File: src/rtl/reg32_pkg.sv
// Shared constants, FSM state type and bank-slice helper for the reg32 burst reader.
package reg32_pkg;

  localparam int DATA_W   = 32;
  localparam int NUM_REGS = 16;
  localparam int ADDR_W   = 4;

  typedef enum logic [1:0] {IDLE, READ, DONE} rd_state_t;

  function automatic logic [DATA_W-1:0] bank_word(
    input logic [NUM_REGS*DATA_W-1:0] bus,
    input logic [ADDR_W-1:0]          addr
  );
    return bus[addr*DATA_W +: DATA_W];
  endfunction

endpackage

File: src/rtl/reg32_rd_mux.sv
// Combinational NUM_REGS:1 word select from the flat register-bank bus.
module reg32_rd_mux
  import reg32_pkg::*;
(
  input  logic [NUM_REGS*DATA_W-1:0] bank_data_i,
  input  logic [ADDR_W-1:0]          addr_i,
  output logic [DATA_W-1:0]          word_o
);

  assign word_o = bank_word(bank_data_i, addr_i);

endmodule

File: src/rtl/reg32_burst_reader.sv
// Burst reader: streams consecutive bank registers over valid/ready.
// Optional even-parity output out_parity when READ_PARITY_EN is defined.
module reg32_burst_reader
  import reg32_pkg::*;
(
  input  logic                       clk,
  input  logic                       reset,
  input  logic [NUM_REGS*DATA_W-1:0] bank_data,
  input  logic                       rd_req,
  input  logic [ADDR_W-1:0]          rd_start,
  input  logic [ADDR_W:0]            rd_len,
  output logic                       busy,
  output logic                       out_valid,
  input  logic                       out_ready,
  output logic [DATA_W-1:0]          out_data,
  output logic [ADDR_W-1:0]          out_addr,
  output logic                       rd_done
`ifdef READ_PARITY_EN
  ,
  output logic                       out_parity
`endif
);

  localparam logic [ADDR_W:0] LEN_MAX = (ADDR_W+1)'(NUM_REGS);

  rd_state_t         state_q, state_d;
  logic [DATA_W-1:0] data_q, data_d;
  logic [ADDR_W-1:0] addr_q, addr_d;
  logic              valid_q, valid_d;
  logic [ADDR_W-1:0] rem_q, rem_d;

  logic [ADDR_W-1:0] sel_addr;
  logic [DATA_W-1:0] sel_word;
  logic [ADDR_W:0]   len_sub;
  logic [ADDR_W-1:0] len_m1;

  // In IDLE the mux looks at the command address; afterwards at the next (wrapping) address.
  assign sel_addr = (state_q == IDLE) ? rd_start : addr_q + 1'b1;
  assign len_sub  = rd_len - 1'b1;
  assign len_m1   = (rd_len > LEN_MAX) ? ADDR_W'(NUM_REGS - 1) : len_sub[ADDR_W-1:0];

  reg32_rd_mux u_mux (
    .bank_data_i (bank_data),
    .addr_i      (sel_addr),
    .word_o      (sel_word)
  );

  always_comb begin
    // NOTE: every output of this block gets a default first, so no path can infer a latch.
    state_d = state_q;
    data_d  = data_q;
    addr_d  = addr_q;
    valid_d = valid_q;
    rem_d   = rem_q;
    case (state_q)
      IDLE: begin
        if (rd_req && rd_len != '0) begin
          state_d = READ;
          data_d  = sel_word;
          addr_d  = rd_start;
          valid_d = 1'b1;
          rem_d   = len_m1;
        end
      end
      READ: begin
        if (valid_q && out_ready) begin
          if (rem_q != '0) begin
            data_d = sel_word;
            addr_d = sel_addr;
            rem_d  = rem_q - 1'b1;
          end else begin
            valid_d = 1'b0;
            state_d = DONE;
          end
        end
      end
      DONE:    state_d = IDLE;
      default: state_d = IDLE;
    endcase
  end

  // NOTE: sequential state uses non-blocking assignments so all registers update together.
  always_ff @(posedge clk) begin
    if (reset) begin
      state_q <= IDLE;
      data_q  <= '0;
      addr_q  <= '0;
      valid_q <= 1'b0;
      rem_q   <= '0;
    end else begin
      state_q <= state_d;
      data_q  <= data_d;
      addr_q  <= addr_d;
      valid_q <= valid_d;
      rem_q   <= rem_d;
    end
  end

`ifdef READ_PARITY_EN
  logic parity_q;

  // Parity tracks the data register, so it holds under backpressure as data does.
  always_ff @(posedge clk) begin
    if (reset) parity_q <= 1'b0;
    else       parity_q <= ^data_d;
  end

  assign out_parity = parity_q;
`endif

  assign busy      = (state_q != IDLE);
  assign rd_done   = (state_q == DONE);
  assign out_valid = valid_q;
  assign out_data  = data_q;
  assign out_addr  = addr_q;

endmodule

File: config.mk
export PLATFORM = sky130hd
export DESIGN_NAME = reg32_burst_reader
export DESIGN_NICKNAME = d
export VERILOG_FILES = /design/src/rtl/reg32_pkg.sv /design/src/rtl/reg32_rd_mux.sv /design/src/rtl/reg32_burst_reader.sv
export SDC_FILE = /design/constraint.sdc
export NUM_CORES = 1
export LEC_CHECK = 0
export ABC_AREA = 0
export CAP_MARGIN = 30
export CORE_AREA = 2 2 222 224
export CTS_BUF_LIST = sky130_fd_sc_hd__clkbuf_2 sky130_fd_sc_hd__clkbuf_4 sky130_fd_sc_hd__clkbuf_8
export CTS_CLUSTER_DIAMETER = 60
export DETAILED_ROUTE_END_ITERATION = 7
export DIE_AREA = 0 0 224 226
export PLACE_DENSITY = 0.44
export SYNTH_ARGS = -nofsm -noshare
export SYNTH_HDL_FRONTEND = slang
export SYNTH_SLANG_ARGS = --single-unit
File: constraint.sdc
create_clock -name clk -period 2.95 [get_ports clk]
set_input_delay 0.4425 -clock clk [delete_from_list [all_inputs] [get_ports clk]]
set_output_delay 0.4425 -clock clk [all_outputs]
set_load 0.05 [all_outputs]
---- Yosys cells after proc, flatten, opt, wreduce, memory -nomap -nowiden ----
Cells that the tools add are included.
word-level totals
  bits in registers ....................... 43
  bits in latches ......................... 0
  memory bits (writable) .................. 0
  memory bits (read-only) ................. 0
  output and inout bits ................... 39
  word-level logic and storage cells ...... 48
  memories ................................ 0
operators by class
  $add $sub $neg .......................... 3
  multiply operators ...................... 0
  div/mod/pow operators ................... 0
  $lt $le $gt $ge ......................... 1
  equality and inequality tests ........... 6
  shift-type cells ........................ 1
  multiplexer cells ....................... 22
  bitwise operators ....................... 0
  reduce and logical (&&, ||, !) cells .... 10
operators with widths
  kind                   count
  $shiftx A512 B10 Y32   1
  $mux W32               3
  $pmux W32 S2           1
  $mux W4                8
  $pmux W4 S2            2
  $reduce_and A4 Y1      2
  $sub A4 B1 Y4 const B  2
  $mux W2                3
  $ne A2 B2 Y1 const B   3
  $gt A5 B5 Y1 const B   1
  $reduce_bool A5 Y1     1
  $add A4 B1 Y4 const B  1
  $pmux W2 S2            1
  $reduce_bool A2 Y1     2
  $reduce_bool A4 Y1     1
  $mux W1                3
  $reduce_and A3 Y1      1
  $eq A2 B1 Y1 const B   1
  $eq A2 B2 Y1 const B   1
  $logic_and A1 B1 Y1    2
  $logic_not A2 Y1       1
  $ne A2 B1 Y1 const B   1
  $pmux W1 S2            1

---- Logic depth before layout (Yosys ltp) ----
Gate-level depths: netlist of run 1.
  word-level depth ........................ 6
  mapped depth ............................ 10
  mapped depth without buffers ............ 8

---- Hierarchy ----
From an unflattened synthesis of run 1, not the netlist that was laid out.
second synthesis, totals
  cells, all modules ...................... 503
  area, all modules ....................... 5586.6 sq um
by module, submodules not included
  module              instances  cells an instance  area an instance (sq um)  sequential area each (sq um)
  reg32_rd_mux        1          271                3728.6                    0.0
  reg32_burst_reader  1          232                1858.0                    860.8

---- Worst setup path after synthesis of run 1 ----
OpenSTA, ideal clock, no wires.
  path kind ............................... register to register
  start point ............................. register addr_q[0] (netlist: out_addr[0])
  end point ............................... register data_q[6] (netlist: out_data[6])
  arrival time ............................ 2257 ps
  required time ........................... 2811 ps
  slack ................................... 555 ps
  cell stages (with the launch flop) ...... 10
  path buffers ............................ 2
  cell sequence ........................... dfxtp_1 -> ha_1 -> o21ai_2 -> nand2_2 -> buf_4 -> buf_2 -> a211oi_1 -> a31oi_1 -> a221oi_2 -> a211oi_2
between the ends
  longest elaborated chain between the ends .. 6
  elaborated cells between the ends (all ways) .. 7
  those cells by class .................... 1 x add/sub; 1 x shift; 5 x mux
RTL lines
  element                   RTL line                  RTL
  start, declared           reg32_burst_reader.sv:28  logic [ADDR_W-1:0] addr_q, addr_d;
  start signal, assigned    reg32_burst_reader.sv:93  addr_q <= addr_d;
  $add A4 B1 Y4 (*)         reg32_burst_reader.sv:38  assign sel_addr = (state_q == IDLE) ? rd_start : addr_q + 1'b1;
  $mux W4 (*)               reg32_burst_reader.sv:38
  $shiftx A512 B10 Y32 (*)  reg32_pkg.sv:14           return bus[addr*DATA_W +: DATA_W];
  $mux W32                  reg32_burst_reader.sv:67  if (rem_q != '0) begin
  $mux W32                  reg32_burst_reader.sv:66  if (valid_q && out_ready) begin
  $pmux W32 S2 (*)          reg32_burst_reader.sv:55  case (state_q)
  end signal, assigned      reg32_burst_reader.sv:92  data_q <= data_d;
  end, declared             reg32_burst_reader.sv:27  logic [DATA_W-1:0] data_q, data_d;
Mark *: on every way between the ends. The rest lies on a longest branch, timed or not. The select of a mux whose other input is x is not followed.
A chain may end at the register's enable or synchronous reset.

---- Worst setup path after layout of run 1 ----
  start point ............................. input rd_start[1]
  end point ............................... register data_q[21] (netlist: out_data[21])
between the ends
  longest elaborated chain between the ends .. 5
  elaborated cells between the ends (all ways) .. 6
  those cells by class .................... 1 x shift; 5 x mux
RTL lines
  element                   RTL line                  RTL
  start, declared           reg32_burst_reader.sv:10  input logic [ADDR_W-1:0] rd_start,
  $mux W4 (*)               reg32_burst_reader.sv:38
  $shiftx A512 B10 Y32 (*)  reg32_pkg.sv:14
  $mux W32                  reg32_burst_reader.sv:67
  $mux W32                  reg32_burst_reader.sv:66
  $pmux W32 S2 (*)          reg32_burst_reader.sv:55
Marks and branches as above.

==> impl_metrics.toml, run 1 <==
[status]
status = "finished, final reports clean"

[logic_synthesis]
synth-main-ff-cell = "dfxtp_1"
syn_nets = 1586
synth_warnings = 0
synth_top_area_share_pct = 20.3
syn_inst = 1057
synth_edf_count = 0
yosys-top-cells-area = "a211oi_1, dfxtp_1, nand2_1, a21oi_1, and3_1"
seq_area_frac_synth_pct = 12.9
avgSynthCellArea_sq_um = 6.34
async_reset_ff_share_pct = 0
syn_area_sq_um = 6700
yosysTopAreaCell = "a211oi_1"
synth-seq-cells = 43
synth_cell_types = 45

[sta]
final_max_slew_viol_count = 0
worst_slack_ps = 3.12
rsz0062_at_grt = "false"
setup_violations = 0
worstMarginPinSlew_ps = 823
tns_ps = 0
finClkSkew_ps = 17.3
fmax_mhz = 339
hold_violations = 0
post-route-period-util_pct = 99.9
relSlewSlack_pct = 45.1
period_minus_slack_ps = 2950

[pwr]
swShare_pct = 48.1
peakVddDrop_mv = 0.242
combinationalPowerShare_pct = 74.9
p_int_uw = 2470
p_per_area_nw_per_um2 = 351
p_leak_uw = 0.00513
p_seq_share_pct = 15.4
clkPwrFrac_pct = 9.8
switchingPower_uw = 2290

[global_routing]
grt_overflow = 0
use_met1_pct = 24.3
grt_max_degree = 47
grt_pass1_wl_um = 70700
grt_busiest_layer = "met2"
grt_pass1_vias = 10800
grtUsageTotal_pct = 18.8
groute.layer.met3.usage_pct = 4.64
antenna_found_initial = 2
use_met2_pct = 31.4

[critical_path]
end_kind = "register"
worstPathArrival_ps = 3140
crit_type = "in2reg"
start_kind = "input port"
critPathMaxFanout = 43
required_ps = 3150

[job]
maxCapViolCount = 0

[floorplanning]
rows = 81
fp.dieH_um = 226
start_util_pct = 13.9
die_x_um = 224
dieArea_sq_um = 50600
coreArea_sq_um = 48300
ioPinCount = 564

[layout]
final_cell_mix = "clkdlybuf4s50_1, nand2_1, a211oi_1"
final_common_cell = "clkdlybuf4s50_1"
nets = 2119
syn_to_final_growth_pct = 103
final_layout_size_suffix_gt1_share_pct = 9.11

[routing]
vias_per_cell = 4.70
firstDrtPassIters = 5
wl_per_cell_um = 22.5
vias = 10400
drt-initial-drc-count = 652
drc = 0
ant_nets = 0
wl_um = 49700

[cts]
postCtsHoldBufs = 0
numCtsBuffers = 5
clk_pin_slew_worst_paths_ps = 110
clk_latency_ps = 350
cts_tree = "built"
h-tree-depth = 2
clock_path_buffers = 2
root_buffer = "clkbuf_8"
cts_num_sinks = 43

[placement]
routabilityCongestion = 0.869
pre_cts_ws_ps = -392
place_hpwl_um = 40300
numPortBuffers = 563

[hold_path]
hold_class = "reg2reg"
logic make-up (layout without fill, tap and decap cells):
family | Yosys count | after routing | share of synthesized area, %
compound gates | 449 | 449 | 46.2
xor+xnor | 3 | 3 | 0.392
fa+ha+maj | 4 | 4 | 0.747
buf+inv | 132 | 666 | 10.4
flops | 43 | 43 | 12.9
mux | 3 | 3 | 0.467
other cells | 0 | 1 | 0
simple gates | 423 | 423 | 28.9
cell usage after synthesis, types with 2 or more instances:
master    number
nand2_1      229
a211oi_1     181
a21oi_1      137
and3_1        95
clkbuf_1      52
buf_2         48
dfxtp_1       43
nor2_1        42
nand3_1       36
a31oi_1       32
a221oi_1      23
o21ai_0       22
o21ai_1       18
a221oi_2      15
buf_4         14
buf_6         11
a211oi_2       8
inv_1          5
ha_1           4
nand2b_1       4
nor2b_1        4
nor3_1         4
a22oi_1        2
and2_1         2
mux2i_1        2
o21ai_2        2
o21ai_4        2
o21bai_1       2
xnor2_1        2
through the flow:
step	area [sq um]	utilization, %	hold slack, ps	total power, uW	std cells
floorplan	6700	-	473	2500	1057
global placement	13500	27.8	487	4310	2203
detailed placement	13500	27.8	495	4310	2203
CTS	13500	28.0	510	4820	2211
global route	13600	28.1	544	5100	2214
finish	13600	28.1	510	4770	2214
worst max-delay path, cell delays in order:
cell and delay, ps:
clkdlybuf4s50_1 510, or3b_4 480, buf_12 170, and2_4 180, buf_12 170, nand2_1 110
nand3_1 140, a221oi_1 750, a211oi_1 170
what timing repair did:
action / CTS / global route
gates resized for setup: 0 / 7
buffers inserted: 0 / 2
endpoints found under the setup margin: 0 / 8
power by group through the flow:
| stage | clock [uW] | combinational (uW) | sequential [uW] |
|---|---|---|---|
| 2_1_floorplan | 0 | 1510 | 991 |
| 3_3_place_gp | 0 | 3560 | 744 |
| 3_5_place_dp | 0 | 3570 | 746 |
| 4_1_cts | 505 | 3580 | 733 |
| 5_1_grt | 514 | 3840 | 746 |
| 6_report | 467 | 3570 | 732 |
sequential cells by signal, summed over array words and instances (netlist names):
name       flops
out_valid      1
state_q        2
rem_q          4
out_data      32
out_addr       4
layer usage:
layer	share of wire, %	routed length [um]
met1	44	22000
met2	46	22900
met5	0.026	13
met3	7.8	3900
met4	2.0	990
cell type report:
cell class,instances,area (sq um)
clock inverter,2,12.5
antenna,1,2.50
timing repair buffer,653,6610
clock buffer,6,76.3
sequential,43,863
multi-input combinational,882,5240
tap,622,778
fill,5340,34700
inverter,5,18.8
worst paths after layout:
check | from | endpoint | slack, ps | depth (start not counted)
max | rd_start[1] | out_data[21] | 3 | 9
max reg2reg | out_addr[0] | out_data[21] | 130 | 9
min reg2reg | out_data[11] | out_data[11] | 510 | 2
min | out_data[11] | out_data[11] | 510 | 2
No activity file was read; power rests on OpenSTA's default activity.
==> run 2: changes to the inputs <==
--- a/config.mk
+++ b/config.mk
@@ -9,7 +9,7 @@
 export CAP_MARGIN = 30
 export CORE_AREA = 2 2 222 224
 export CTS_BUF_LIST = sky130_fd_sc_hd__clkbuf_2 sky130_fd_sc_hd__clkbuf_4 sky130_fd_sc_hd__clkbuf_8
-export CTS_CLUSTER_DIAMETER = 60
+export CTS_CLUSTER_DIAMETER = 30
 export DETAILED_ROUTE_END_ITERATION = 7
 export DIE_AREA = 0 0 224 226
 export PLACE_DENSITY = 0.44
==> results of run 2 <==
Final layout, timing and power as in run 1 (identical DEF).
